## src/rtl/maze_region_probe_if.sv

```systemverilog
// Probe request/result handshake plus the bitmap RAM read port.
// The slave side is the probe engine; the master side is the
// movement logic together with the bitmap RAM.
interface maze_region_probe_if #(
    parameter int ADDR_W = 15
);
    logic              start;
    logic [7:0]        startx;
    logic [6:0]        starty;
    logic [ADDR_W-1:0] mem_addr;
    logic              mem_q;
    logic              busy;
    logic              done;
    logic              hit;
    logic [4:0]        hit_count;

    modport master (
        output start, startx, starty, mem_q,
        input  mem_addr, busy, done, hit, hit_count
    );

    modport slave (
        input  start, startx, starty, mem_q,
        output mem_addr, busy, done, hit, hit_count
    );
endinterface

```

## src/rtl/maze_region_probe.sv

```systemverilog
// Scans a SPRITE_W x SPRITE_H window of the 1-bit maze bitmap and counts
// wall pixels. Off-screen pixels are not read and count as walls; their
// forced sample travels down a small pipeline so it lines up with the
// RAM's one-cycle read latency.
module maze_region_probe #(
    parameter int SPRITE_W = 5,
    parameter int SPRITE_H = 5,
    parameter int SCREEN_W = 160,
    parameter int SCREEN_H = 120,
    parameter int ADDR_W   = 15
) (
    input  logic                clock,
    input  logic                reset,
    maze_region_probe_if.slave  bus
);
    localparam int TOTAL = SPRITE_W * SPRITE_H;
    localparam int IW    = (SPRITE_W > 1) ? $clog2(SPRITE_W) : 1;
    localparam int JW    = (SPRITE_H > 1) ? $clog2(SPRITE_H) : 1;
    localparam int CW    = $clog2(TOTAL + 1);

    typedef enum logic [1:0] {IDLE, SCAN, DRAIN, DONE} state_t;

    state_t            state_r, state_s;
    logic [7:0]        x_r;
    logic [6:0]        y_r;
    logic [IW-1:0]     i_r, off_i_s, nxt_i_s;
    logic [JW-1:0]     j_r, off_j_s, nxt_j_s;
    logic [CW-1:0]     cnt_r;
    logic [7:0]        base_x_s;
    logic [6:0]        base_y_s;
    logic [8:0]        px_s;
    logic [7:0]        py_s;
    logic              pix_oob_s;
    logic [ADDR_W-1:0] pix_addr_s;
    logic              accept_s, issue_s, sample_s;
    logic [4:0]        count_next_s;
    logic              issue_vld_r, issue_oob_r, smp_vld_r, smp_oob_r;
    logic [ADDR_W-1:0] mem_addr_r;
    logic              busy_r, done_r, hit_r;
    logic [4:0]        hit_count_r;

    // Linear bitmap address of an on-screen pixel.
    function automatic logic [ADDR_W-1:0] pixel_addr(input logic [8:0] px, input logic [7:0] py);
        pixel_addr = ADDR_W'(py) * ADDR_W'(SCREEN_W) + ADDR_W'(px);
    endfunction

    // Current pixel coordinates, its off-screen flag/address and the next window offset.
    always_comb begin
        base_x_s = x_r;
        base_y_s = y_r;
        off_i_s  = i_r;
        off_j_s  = j_r;
        if (state_r == IDLE) begin
            base_x_s = bus.startx;
            base_y_s = bus.starty;
            off_i_s  = {IW{1'b0}};
            off_j_s  = {JW{1'b0}};
        end else begin
            base_x_s = x_r;
            base_y_s = y_r;
        end
        px_s = {1'b0, base_x_s} + 9'(off_i_s);
        py_s = {1'b0, base_y_s} + 8'(off_j_s);
        pix_oob_s  = (px_s >= 9'(SCREEN_W)) || (py_s >= 8'(SCREEN_H));
        pix_addr_s = pix_oob_s ? {ADDR_W{1'b0}} : pixel_addr(px_s, py_s);
        if (off_i_s == IW'(SPRITE_W - 1)) begin
            nxt_i_s = {IW{1'b0}};
            nxt_j_s = off_j_s + JW'(1);
        end else begin
            nxt_i_s = off_i_s + IW'(1);
            nxt_j_s = off_j_s;
        end
        sample_s     = smp_oob_r | bus.mem_q;
        count_next_s = hit_count_r + {4'b0000, sample_s};
    end

    // Next-state logic and the per-cycle accept/issue decisions.
    always_comb begin
        state_s  = state_r;
        accept_s = 1'b0;
        issue_s  = 1'b0;
        case (state_r)
            IDLE: begin
                if (bus.start) begin
                    accept_s = 1'b1;
                    issue_s  = 1'b1;
                    state_s  = SCAN;
                end else begin
                    state_s  = IDLE;
                end
            end
            SCAN: begin
                if (cnt_r == CW'(TOTAL)) begin
                    state_s = DRAIN;
                end else begin
                    issue_s = 1'b1;
                    state_s = SCAN;
                end
            end
            DRAIN:   state_s = DONE;
            DONE:    state_s = IDLE;
            default: state_s = IDLE;
        endcase
    end

    // State register.
    always_ff @(posedge clock) begin
        if (reset) begin
            state_r <= IDLE;
        end else begin
            state_r <= state_s;
        end
    end

    // Window latch, scan counters, read address and OOB/valid pipeline.
    always_ff @(posedge clock) begin
        if (reset) begin
            x_r         <= 8'd0;
            y_r         <= 7'd0;
            i_r         <= {IW{1'b0}};
            j_r         <= {JW{1'b0}};
            cnt_r       <= {CW{1'b0}};
            mem_addr_r  <= {ADDR_W{1'b0}};
            issue_vld_r <= 1'b0;
            issue_oob_r <= 1'b0;
            smp_vld_r   <= 1'b0;
            smp_oob_r   <= 1'b0;
        end else begin
            if (accept_s) begin
                x_r <= bus.startx;
                y_r <= bus.starty;
            end
            if (issue_s) begin
                mem_addr_r <= pix_addr_s;
                i_r        <= nxt_i_s;
                j_r        <= nxt_j_s;
                cnt_r      <= accept_s ? CW'(1) : cnt_r + CW'(1);
            end
            issue_vld_r <= issue_s;
            issue_oob_r <= issue_s & pix_oob_s;
            smp_vld_r   <= issue_vld_r;
            smp_oob_r   <= issue_oob_r;
        end
    end

    // Result accumulation and busy/done status outputs.
    always_ff @(posedge clock) begin
        if (reset) begin
            busy_r      <= 1'b0;
            done_r      <= 1'b0;
            hit_r       <= 1'b0;
            hit_count_r <= 5'd0;
        end else begin
            done_r <= (state_r == DRAIN);
            if (accept_s) begin
                busy_r      <= 1'b1;
                hit_r       <= 1'b0;
                hit_count_r <= 5'd0;
            end else begin
                if (smp_vld_r) begin
                    hit_count_r <= count_next_s;
                end
                if (state_r == DRAIN) begin
                    busy_r <= 1'b0;
                    hit_r  <= (count_next_s != 5'd0);
                end
            end
        end
    end

    assign bus.mem_addr  = mem_addr_r;
    assign bus.busy      = busy_r;
    assign bus.done      = done_r;
    assign bus.hit       = hit_r;
    assign bus.hit_count = hit_count_r;
endmodule
```

## src/flat_wrapper.sv

```systemverilog
// flat-port wrapper written by rule: the top's interface ports become plain ports
module maze_region_probe_flat 
#(
    parameter int SPRITE_W = 5,
    parameter int SPRITE_H = 5,
    parameter int SCREEN_W = 160,
    parameter int SCREEN_H = 120,
    parameter int ADDR_W   = 15
)
  (clock, reset, bus_start, bus_startx, bus_starty, bus_mem_q, bus_mem_addr, bus_busy, bus_done, bus_hit, bus_hit_count);
  maze_region_probe_if #(.ADDR_W(ADDR_W)) bus_i ();
  input  logic clock;
  input  logic reset;
  input wire logic [$bits(bus_i.start)-1:0] bus_start;
  input wire logic [$bits(bus_i.startx)-1:0] bus_startx;
  input wire logic [$bits(bus_i.starty)-1:0] bus_starty;
  input wire logic [$bits(bus_i.mem_q)-1:0] bus_mem_q;
  output wire logic [$bits(bus_i.mem_addr)-1:0] bus_mem_addr;
  output wire logic [$bits(bus_i.busy)-1:0] bus_busy;
  output wire logic [$bits(bus_i.done)-1:0] bus_done;
  output wire logic [$bits(bus_i.hit)-1:0] bus_hit;
  output wire logic [$bits(bus_i.hit_count)-1:0] bus_hit_count;
  assign bus_i.start = bus_start;
  assign bus_i.startx = bus_startx;
  assign bus_i.starty = bus_starty;
  assign bus_i.mem_q = bus_mem_q;
  assign bus_mem_addr = bus_i.mem_addr;
  assign bus_busy = bus_i.busy;
  assign bus_done = bus_i.done;
  assign bus_hit = bus_i.hit;
  assign bus_hit_count = bus_i.hit_count;
  maze_region_probe #(.SPRITE_W(SPRITE_W), .SPRITE_H(SPRITE_H), .SCREEN_W(SCREEN_W), .SCREEN_H(SCREEN_H), .ADDR_W(ADDR_W)) u_core (.clock(clock), .reset(reset), .bus(bus_i));
endmodule
```

## config.mk

```make
export PLATFORM = sky130hd
export DESIGN_NAME = maze_region_probe_flat
export DESIGN_NICKNAME = d
export VERILOG_FILES = /design/src/rtl/maze_region_probe_if.sv /design/src/rtl/maze_region_probe.sv /design/src/flat_wrapper.sv
export SDC_FILE = /design/constraint.sdc
export NUM_CORES = 1
export LEC_CHECK = 0
export ABC_CLOCK_PERIOD_IN_PS = 5700
export BUFFER_PORTS_ARGS = -buffer_cell sky130_fd_sc_hd__buf_2
export CORE_AREA = 2 2 72 102
export DETAILED_ROUTE_END_ITERATION = 12
export DIE_AREA = 0 0 74 104
export HOLD_SLACK_MARGIN = 0.08
export PLACE_DENSITY = 0.8
export SYNTH_ARGS = -nofsm -noshare
export SYNTH_HDL_FRONTEND = slang
export SYNTH_SLANG_ARGS = --single-unit
```

## constraint.sdc

```tcl
create_clock -name clock -period 5.7 [get_ports clock]
set_input_delay 0.855 -clock clock [delete_from_list [all_inputs] [get_ports clock]]
set_output_delay 0.855 -clock clock [all_outputs]
set_load 0.03 [all_outputs]
```

==> run metrics <==
worst-path cell chain=or2_0 > buf_4 > and2_1 > ha_1 > a21oi_1 > a22o_1 > xnor2_2 > inv_1 > ha_1 > inv_1 > fa_1 > xnor2_1 > nand2b_1 > nor3_1 > a311oi_1 > a221o_1 > nor3_1 > o21ai_1; gr usage total=0.230; number of gates resized after CTS=0; Die Ht=around 100 um; largest cells by area after synthesis=dfxtp_1 (30%), nand2_1 (9.0%), ha_1 (8.8%); leakage power=1.74 nW; row cnt=36; Post-CTS Setup Bufs=0; Seq cells post-synth=55; Netlist cell types=just over 60; core area=~6800 um2; Tmin final=between 4000 and 5000 ps; grt ovf=0; Residual DRC=0; Layout Nets=535; RSZ-0062 raised after global routing=no; placed inst area=approximately 3900 um2; WL final=8.38 mm; DP HPWL=6.35 mm; CTS tree=yes; pre-CTS setup slack=806 ps; H-tree depth=2; Cells after Synth=459; total negative slack=0 ps; Slew Viols, Final=0; Worst Hold End=u_core.smp_oob_r; DR vias=between 3000 and 4000; RePlAce Congestion=0.941; most common cell in the synthesized netlist=nand2_1; max_cap viols=0; peak supply drop=roughly 100 uV; vias per cell=5.70; Max-Slew Margin vs Limit=0.400; Critical Path Max Stage Delay=around 700 ps; ys async rst share=0; final hold vios=0; CTS root buf=clkbuf_8; Max clock buf depth=2; Fmax achieved=204 MHz; ys flop type=dfxtp_1; Cell Area, Synth=3700 um2; worst-margin pin slew=around 900 ps; Synthesis Warnings=0; Tcrit/Tclk final=0.860; Syn Nets=507; Post-CTS Hold Buffers=0; PD cells=244 nW/um2; # port buffers=approximately 40; synthesized area per cell=8.06 um2; Final Power=roughly 1000 uW; DR WL/cell=approximately 14 um; Worst Setup Start Kind=flop; Crit Path Max Fanout=19; Synth area leader=dfxtp_1; IO Count=42; critical path's slowest cell=dfxtp_1; Initial Util=0.544; die area=7700 um2; total CTS buffers=5; maximum number of pins on one net before global-route repair=between 40 and 50; Syn-to-layout area delta=8.79%; layout cell share with drive strength beyond 1=0.168; R2R Setup Slk=~800 ps; worst min path class=flop to flop; register clock-pin slew on the reported worst setup and hold paths=100 ps; worst r2r path cells=18; sequential area share after synthesis=0.298; Die Width=74 um; post-route cell area=4030 um2; Synth top cells by count=nand2_1 (89), dfxtp_1 (55), a21oi_1 (44); HP Start=u_core.issue_oob_r; n_diodes=0; 1st-iter DRT viols=278; top-area cell type share of the netlist area=0.298; first-pass GRT wire length=14.1 mm; crit end category=flop; remaining antenna violation count=0; Worst EP required=5910 ps; initial antenna violation count=0; worst flop-to-flop path endpoint=u_core.bus.mem_addr[14]; CP Class=flop to flop; clk_lat worst skew=310 ps; Setup Skew=6.86 ps; clock sink total=55; vias in the first global route=3238; Hold Crit Depth=1; status=complete, no violations; first drt pass iteration count=4; Crit path arrival time=between 5000 and 6000 ps; Post-synth EDFFs=0; Final WS setup=796 ps; Final Setup Violations=0
[worst max-delay path: cells and delay by family (launching register included)]
kind	cells	cell delay [ps]
AND/OR/NAND/NOR	5	1160
buffers and inverters	3	390
adder cells (fa/ha/maj)	3	1030
AO/OA/AOI/OAI	5	1090
XOR/XNOR	2	410
flip-flops	1	700
[placed cells by master (no fill, tap or decap), types with 6 or more instances in the layout]
master    instances
nand2_1          89
dfxtp_1          55
a21oi_1          44
buf_2            41
nor2_1           30
ha_1             26
xor2_1           15
xnor2_1          14
inv_1            11
nand3_1          11
o21ai_0          11
mux2i_1           9
nor3_1            9
nand3_2           8
a21oi_2           8
nand4_1           7
nand2b_1          6
clkbuf_8          6
[state kept, by name (all words and copies together) (netlist names), named ones only]
register / flops
u_core.bus.mem_addr: 15
u_core.x_r: 8
u_core.y_r: 7
u_core.bus.hit_count: 5
u_core.cnt_r: 5
u_core.i_r: 3
u_core.j_r: 3
u_core.bus.busy: 1
u_core.bus.done: 1
u_core.bus.hit: 1
u_core.issue_oob_r: 1
u_core.issue_vld_r: 1
u_core.smp_oob_r: 1
u_core.smp_vld_r: 1
u_core.state_r: 1
[final cells by class]
type / count / area, um2
timing repair buffer: 44 / 228
tap: 95 / 119
inverter: 11 / 41.3
clock inverter: 2 / 16.3
sequential: 55 / 1100
clock buffer: 6 / 82.6
fill: 618 / 2780
multi-input combinational: 370 / 2440
[metrics by stage]
| stage | hold WS (ps) | utilization | instances |
|---|---|---|---|
| floorplan | 414 | - | 459 |
| global placement | 417 | 0.577 | 575 |
| detailed placement | 430 | 0.577 | 575 |
| CTS | 454 | 0.592 | 583 |
| global route | 473 | 0.592 | 583 |
| finish | 448 | 0.592 | 583 |
[layer usage]
metal | routed length (um) | GRT usage | part of all wire
met5 | 0 | 0 | 0
met3 | 372 | 0.0388 | 0.044
met4 | 339 | 0.116 | 0.040
met2 | 4370 | 0.412 | 0.52
met1 | 3300 | 0.249 | 0.39
[how the worst max path moves through the flow]
stage / to / slack (ps)
after floorplan: u_core.bus.mem_addr[14] / 1040
after global placement: u_core.bus.mem_addr[14] / 980
after detailed placement: u_core.bus.mem_addr[14] / 810
after CTS: u_core.bus.mem_addr[14] / 840
after global routing: u_core.bus.mem_addr[14] / 310
final: u_core.bus.mem_addr[14] / 800
[kinds of logic after synthesis]
group	count (synthesis)	share of synthesized area
adder cells (fa/ha/maj)	30	0.107
AND/OR/NAND/NOR	196	0.264
multiplexers	9	0.0243
flip-flops	55	0.298
buffers and inverters	34	0.0436
XOR/XNOR	30	0.0730
AO/OA/AOI/OAI	105	0.190
[where the power goes]
group	internal, mW	total (mW)	switching [mW]
clock	0.0995	0.233	0.133
combinational	0.119	0.319	0.199
sequential	0.410	0.429	0.0192
Note: power is estimated with default switching activity, not from simulation.
